==> config.mk <==
export PLATFORM = sky130hd
export DESIGN_NAME = fetch_sequencer
export DESIGN_NICKNAME = d
export VERILOG_FILES = /design/src/rtl/fetch_sequencer.sv
export SDC_FILE = /design/constraint.sdc
export NUM_CORES = 1
export LEC_CHECK = 0
export CORE_ASPECT_RATIO = 1.1
export CORE_MARGIN = 8
export CORE_UTILIZATION = 41
export DETAILED_ROUTE_END_ITERATION = 7
export PLACE_DENSITY = 0.94
export SLEW_MARGIN = 20
export SYNTH_ARGS = -nofsm -noshare
export SYNTH_HDL_FRONTEND = slang
export SYNTH_SLANG_ARGS = --single-unit
==> constraint.sdc <==
create_clock -name CLK -period 3.6 [get_ports CLK]
set_clock_uncertainty 0.15 [all_clocks]
set_input_delay 0.72 -clock CLK [delete_from_list [all_inputs] [get_ports CLK]]
set_output_delay 0.72 -clock CLK [all_outputs]
set_load 0.02 [all_outputs]
==> src/rtl/fetch_sequencer.sv <==
// Fetch sequencer: clears the PC, fetches instructions at PC_ADDR and hands them
// to the decoder, then advances the PC by increment or branch load.
module fetch_sequencer #(
  parameter int               ADDR_W    = 19,
  parameter int               INSTR_W   = 19,
  parameter int               SEL_W     = 3,
  parameter logic [SEL_W-1:0] LOAD_PC   = 3'd0,
  parameter logic [SEL_W-1:0] LOAD_NONE = 3'd7,
  parameter int               TIMEOUT   = 16
) (
  input  logic               CLK,
  input  logic               RESET,
  input  logic [ADDR_W-1:0]  PC_ADDR,
  output logic [ADDR_W-1:0]  PC_LOAD_ADDR,
  output logic               INC_PC,
  output logic               LOAD_REG,
  output logic [SEL_W-1:0]   LOAD_SELECT,
  output logic               MEM_REQ,
  output logic [ADDR_W-1:0]  MEM_ADDR,
  input  logic               MEM_READY,
  input  logic [INSTR_W-1:0] MEM_RDATA,
  output logic [INSTR_W-1:0] INSTR,
  output logic               INSTR_VALID,
  input  logic               INSTR_ACCEPT,
  input  logic               BRANCH_TAKEN,
  input  logic [ADDR_W-1:0]  BRANCH_TARGET,
  input  logic               HALT,
  output logic               HALTED,
  output logic               FETCH_ERR
);

  localparam int CNT_W = $clog2(TIMEOUT + 1);
  localparam logic [CNT_W-1:0] CNT_TOP = CNT_W'(TIMEOUT - 1);
  localparam logic [CNT_W-1:0] CNT_ONE = CNT_W'(1);

  typedef enum logic [1:0] {
    S_CLEAR = 2'd0,
    S_REQ   = 2'd1,
    S_ISSUE = 2'd2,
    S_HALT  = 2'd3
  } state_t;

  state_t             state_r;
  logic [CNT_W-1:0]   wait_cnt_r;
  logic [ADDR_W-1:0]  load_addr_r;
  logic [INSTR_W-1:0] instr_r;
  logic               instr_valid_r;
  logic               halted_r;
  logic               fetch_err_r;

  logic               inc_pc_s;
  logic               load_reg_s;
  logic [SEL_W-1:0]   load_select_s;
  logic [ADDR_W-1:0]  load_addr_s;
  logic               mem_req_s;

  // PC command decode; a reset in the same cycle suppresses any PC update
  always_comb begin
    inc_pc_s      = 1'b0;
    load_reg_s    = 1'b0;
    load_select_s = LOAD_NONE;
    load_addr_s   = load_addr_r;
    if (RESET) begin
      load_select_s = LOAD_NONE;
    end else begin
      case (state_r)
        S_CLEAR: load_select_s = LOAD_PC;
        S_ISSUE: begin
          if (INSTR_ACCEPT && !HALT) begin
            load_select_s = LOAD_PC;
            if (BRANCH_TAKEN) begin
              load_reg_s  = 1'b1;
              load_addr_s = BRANCH_TARGET;
            end else begin
              inc_pc_s = 1'b1;
            end
          end else begin
            load_select_s = LOAD_NONE;
          end
        end
        default: load_select_s = LOAD_NONE;
      endcase
    end
  end

  // Memory request follows the state directly so a zero-wait reply lands this cycle
  always_comb begin
    mem_req_s = (state_r == S_REQ) && !RESET;
  end

  assign INC_PC       = inc_pc_s;
  assign LOAD_REG     = load_reg_s;
  assign LOAD_SELECT  = load_select_s;
  assign PC_LOAD_ADDR = load_addr_s;
  assign MEM_REQ      = mem_req_s;
  assign MEM_ADDR     = mem_req_s ? PC_ADDR : {ADDR_W{1'b0}};
  assign INSTR        = instr_r;
  assign INSTR_VALID  = instr_valid_r;
  assign HALTED       = halted_r;
  assign FETCH_ERR    = fetch_err_r;

  // Sequencer state machine and registered decoder/status outputs
  always_ff @(posedge CLK) begin
    if (RESET) begin
      state_r       <= S_CLEAR;
      wait_cnt_r    <= {CNT_W{1'b0}};
      load_addr_r   <= {ADDR_W{1'b0}};
      instr_r       <= {INSTR_W{1'b0}};
      instr_valid_r <= 1'b0;
      halted_r      <= 1'b0;
      fetch_err_r   <= 1'b0;
    end else begin
      case (state_r)
        S_CLEAR: state_r <= S_REQ;
        S_REQ: begin
          // A reply on the final wait cycle still counts as a good fetch
          if (MEM_READY) begin
            instr_r       <= MEM_RDATA;
            instr_valid_r <= 1'b1;
            wait_cnt_r    <= {CNT_W{1'b0}};
            state_r       <= S_ISSUE;
          end else if (wait_cnt_r == CNT_TOP) begin
            fetch_err_r <= 1'b1;
            halted_r    <= 1'b1;
            wait_cnt_r  <= {CNT_W{1'b0}};
            state_r     <= S_HALT;
          end else begin
            wait_cnt_r <= wait_cnt_r + CNT_ONE;
          end
        end
        S_ISSUE: begin
          if (INSTR_ACCEPT) begin
            instr_valid_r <= 1'b0;
            if (HALT) begin
              halted_r <= 1'b1;
              state_r  <= S_HALT;
            end else begin
              if (BRANCH_TAKEN) begin
                load_addr_r <= BRANCH_TARGET;
              end
              state_r <= S_REQ;
            end
          end
        end
        S_HALT: state_r <= S_HALT;
        default: state_r <= S_CLEAR;
      endcase
    end
  end

endmodule

==> impl_metrics.ini, run 1 <==
[outcome]
status = finished, final reports clean

[power]
internal_power_mw = 0.836
leakage_nw = 1.47
combinationalPowerShare_pct = 21.8
power.density_mw_per_mm2 = 305
seqPwrFrac_pct = 49.1
switchingPower_mw = 0.296
max-vdd-ir-drop_v = 0.000247
clkPwrFrac_pct = 29.1
swShare_pct = 26.2

[route]
vias = 2337
routedWlPerCell_um = 15.5
drcViolationCount = 0
drt_iter0_drc = 72
drt_pass1_iterations = 4
drtAntennaViolNets = 0
vias_per_cell = 4.99
drt-total-wl_mm = 7.26

[clocking]
clock_sinks = 48
cts_buffers = 5
cts_root_buf = clkbuf_8
clk_latency_ps = 290
post-cts-setup-buffers = 0
cts_tree = built
clkTransAtPathRegs_ps = 90
cts.path.max_buffers = 2
h-tree-depth = 2

[timing]
worstMarginPinSlew_ps = 1020
maxSlewHeadroom_pct = 32.1
timing.fmax_mhz = 283
drv_slew = 0
period_share_pct = 98.3
setup_tns_ps = 0
hold_violations = 0
finalCriticalPeriod_ps = 3540
rsz0062_at_grt = no
finalSetupViolCount = 0

[logic_synthesis]
ys_seq_area_share_pct = 42.4
syn_inst = 275
synth-seq-cells = 48
syn_area_mm2 = 0.00227
ys_warn_count = 0
yosysUniqueCellTypes = 31
avgSynthCellArea_um2 = 8.24
synth_nets = 339

[global_route]
grt_pass1_vias = 2229
grt_overflow = 0
antenna_found_initial = 0
grt_max_degree = 50
grtUsageTotal_pct = 16.7
grt_pass1_wl_mm = 11.2

[critical_path]
crit_required_ps = 2730
reg2reg_depth = 4
cp-end-kind = primary output
path_class = in -> out
path_cells = clkdlybuf4s50_1, nand4bb_1, nor3_2, buf_12, mux2_2, clkdlybuf4s50_1
cp_slowest_stage_delay_ps = 540
timing.critical_path.from = HALT
cpMaxStageDelayCell = clkdlybuf4s50_1
cp-start-kind = input port
cp_common_cell = clkdlybuf4s50_1
worstReg2RegStart = state_r[0]
cp_max_fo = 20
crit_arrival_ps = 2670

[min_path]
min_path_type = reg -> reg
min-delay-start = INSTR[13]
whs_path_depth = 2

[cells_and_area]
mostFrequentLayoutCell = clkdlybuf4s50_1
design_area_mm2 = 0.00371
diodes = 0
final_cell_mix = 119 x clkdlybuf4s50_1, 48 x dfxtp_1, 45 x a21oi_1, 42 x nand2_1, 22 x o21ai_0
final_cells = 468
fin_nets = 456
drive_gt1_share_pct = 9.92
syn2layout_area_growth_pct = 63.7

[place]
place.gp.congestion = 0.741
port_buffers = 128
placed_cell_area_mm2 = 0.00359
place_inst = 460
hpwl_mm = 5.53

[floorplanning]
fp.coreArea_mm2 = 0.00536
die_area_mm2 = 0.00816
ios = 129
std_cell_rows = 28
die_y_um = 94.0
start_util_pct = 42.3
fp.dieW_um = 86.9

[flow_run]
cap_violations = 0
==> power groups by stage <==
stage	Sequential [mW]	Clock, mW	Combinational [mW]
floorplan	0.581	0	0.0964
global placement	0.568	0	0.243
detailed placement	0.569	0	0.247
CTS	0.557	0.339	0.249
global route	0.559	0.366	0.264
finish	0.557	0.329	0.247
==> cell families (layout without fill, tap and decap cells) <==
group / Yosys count / count (layout) / synth area share (%)
simple gates: 103 / 103 / 23.8
fa+ha+maj: 1 / 1 / 0.552
mux: 19 / 19 / 9.44
buf+inv: 31 / 149 / 6.90
flops: 48 / 48 / 42.4
compound gates: 73 / 73 / 16.9
==> sequential cells by signal, summed over array words and instances (netlist names) <==
signal,cells
HALTED,1
wait_cnt_r,5
state_r,2
load_addr_r,19
INSTR_VALID,1
INSTR,19
FETCH_ERR,1
==> final timing paths <==
| path | endpoint | slack [ps] |
|---|---|---|
| worst max-delay path | PC_LOAD_ADDR[7] | 60 |
| worst min-delay path | INSTR[13] | 310 |
| worst min register to register | INSTR[13] | 310 |
| worst max register to register | load_addr_r[14] | 1660 |
==> worst max-delay path, delay by kind of cell <==
kind                   cells  cell delay (ps)
buffers and inverters      3             1160
muxes                      1              350
and+or+nand+nor            2              430
==> routing by layer <==
layer / wire [um] / track usage, % / part of all wire, %
met1: 2980 / 18.2 / 41
met2: 3810 / 31.7 / 52
met3: 441 / 4.99 / 6.1
met4: 31 / 2.16 / 0.43
met5: 0 / 0 / 0
==> synth_stat cells, drive strengths merged <==
master | n | area share (%)
dfxtp | 48 | 42
a21oi | 45 | 9.9
nand2 | 42 | 7.0
o21ai | 22 | 4.9
nand3 | 21 | 4.6
and2 | 19 | 5.2
mux2 | 19 | 9.4
clkbuf | 17 | 2.8
buf | 10 | 3.4
inv | 4 | 0.66
nor2 | 4 | 0.66
nand2b | 3 | 1.2
a31oi | 2 | 0.55
nand4b | 2 | 0.77
nor3 | 2 | 0.44
or4 | 2 | 0.66
or4b | 2 | 0.88
a211oi | 1 | 0.33
a2bb2oi | 1 | 0.39
a41oi | 1 | 0.39
and3b | 1 | 0.39
and4b | 1 | 0.44
ha | 1 | 0.55
nand3b | 1 | 0.33
nand4bb | 1 | 0.50
nor4bb | 1 | 0.44
o211a | 1 | 0.44
or3 | 1 | 0.28
==> cell type report <==
type / instances / area, um^2
tap: 75 / 93.8
clock buffer: 7 / 86.3
clock inverter: 1 / 7.51
sequential: 48 / 961
inverter: 4 / 15.0
timing repair buffer: 137 / 1380
fill: 451 / 1650
multi-input combinational: 196 / 1170
==> metrics by stage <==
| step | utilization, % | power [mW] | hold WS (ps) | worst slack (ps) |
|---|---|---|---|---|
| finish | 69.2 | 1.13 | 309 | 62.4 |
| global route | 69.2 | 1.19 | 332 | 2.27 |
| CTS | 68.8 | 1.14 | 309 | 46.7 |
| detailed placement | 67.1 | 0.816 | 296 | 54.1 |
| global placement | 67.1 | 0.811 | 285 | 91.7 |
| floorplan | - | 0.678 | 299 | 955 |
==> what timing repair did <==
action | in CTS | in global routing
endpoints found under the setup margin | 0 | 8
hold buffers | 0 | 0
resized for setup | 0 | 8
Power figures use the tool's default switching activity.
==> run 2, diff against run 1 <==
Settings changed: MAX_ROUTING_LAYER from default to met4.
==> run 2 against run 1 <==
Count of clock-buffer cells in the layout stayed put. Sequential power hardly changed. Sequential cell count stayed put. Largest cell class unchanged.
==> impl_metrics.ini, run 2 (synthesized netlist as in run 1, its figures left out) <==
[outcome]
status = finished, final reports clean

[critical_path]
cp-end-kind = primary output
crit_required_ps = 2730
reg2reg_depth = 4
path_class = in -> out
timing.critical_path.from = HALT
crit_arrival_ps = 2670
cp_max_fo = 20
worstReg2RegStart = state_r[0]
cp-start-kind = input port

[power]
power.density_mw_per_mm2 = 306
switchingPower_mw = 0.297
finalPower_mw = 1.13
internal_power_mw = 0.836
leakage_nw = 1.47
clkPwrFrac_pct = 29.1
swShare_pct = 26.2
seqPwrFrac_pct = 49.1
combinationalPowerShare_pct = 21.8
max-vdd-ir-drop_v = 0.000248

[cells_and_area]
utilization_pct = 69.2
mostFrequentLayoutCell = clkdlybuf4s50_1
final_cells = 468
diodes = 0
final_cell_mix = 119 x clkdlybuf4s50_1, 48 x dfxtp_1, 45 x a21oi_1, 42 x nand2_1, 22 x o21ai_0
syn2layout_area_growth_pct = 63.7
fin_nets = 456
drive_gt1_share_pct = 9.92

[clocking]
clock_sinks = 48
cts_root_buf = clkbuf_8
ctsResizeCount = 0
h-tree-depth = 2
cts_tree = built
clkTransAtPathRegs_ps = 90
post-cts-setup-buffers = 0
cts.path.max_buffers = 2
cts_hold_buffers = 0
clk_latency_ps = 290
cts_buffers = 5

[timing]
maxSlewHeadroom_pct = 32.3
rsz0062_at_grt = no
worstMarginPinSlew_ps = 1010
setup_tns_ps = 0
finalCriticalPeriod_ps = 3540
finalSetupViolCount = 0
holdWs_ps = 309
period_share_pct = 98.2
timing.fmax_mhz = 283
drv_slew = 0
hold_violations = 0

[route]
routedWlPerCell_um = 15.6
vias_per_cell = 5.00
drcViolationCount = 0
drt_iter0_drc = 79
drt-total-wl_mm = 7.28
drt_pass1_iterations = 4
vias = 2340
drtAntennaViolNets = 0

[floorplanning]
fp.dieW_um = 86.9
std_cell_rows = 28
die_area_mm2 = 0.00816
die_y_um = 94.0
start_util_pct = 42.3
ios = 129
fp.coreArea_mm2 = 0.00536

[global_route]
grt_pass1_wl_mm = 11.1
grt_max_degree = 50
antenna_found_initial = 0
grtUsageTotal_pct = 17.2
grt_pass1_vias = 2233
grt_overflow = 0

[place]
place_inst = 460
hpwl_mm = 5.53
place.gp.congestion = 0.751
port_buffers = 128

[min_path]
min_path_type = reg -> reg
whs_path_depth = 2
min-delay-start = INSTR[13]

[flow_run]
cap_violations = 0
==> run 2: cell type report <==
cell class	instances	area [um^2]
flip-flops and latches	48	961
fillers	451	1650
repair buffers	137	1380
well taps	75	93.8
clock inverters	1	7.51
clock buffers	7	86.3
multi-input cells	196	1170
inverters	4	15.0
==> run 2: stage by stage <==
| step | worst slack (ps) | cell area, um^2 |
|---|---|---|
| final | 63.0 | 3710 |
| after global routing | 2.27 | 3710 |
| after CTS | 46.7 | 3690 |
| after detailed placement | 54.1 | 3590 |
| after global placement | 91.7 | 3590 |
| after floorplan | 955 | 2270 |
==> run 2: power by group through the flow <==
stage	sequential (mW)	combinational, mW	clock [mW]
floorplan	0.581	0.0964	0
global placement	0.568	0.243	0
detailed placement	0.569	0.247	0
CTS	0.557	0.249	0.339
global route	0.559	0.264	0.367
finish	0.557	0.247	0.330
==> run 2: layer usage <==
metal | track usage, % | share of wire, %
met4 | 2.16 | 0.43
met2 | 31.7 | 53
met5 | - | 0
met3 | 4.29 | 5.4
met1 | 18.6 | 42
==> run 2: worst paths after layout <==
check                                  endpoint  slack [ps]
worst max-delay path            PC_LOAD_ADDR[7]          60
worst min-delay path                  INSTR[13]         310
worst max register to register  load_addr_r[14]        1660
worst min register to register        INSTR[13]         310
==> run 2: critical path, stage by stage <==
cell	delay [ps]
clkdlybuf4s50_1	420
nand4bb_1	230
nor3_2	200
buf_12	200
mux2_2	350
clkdlybuf4s50_1	540
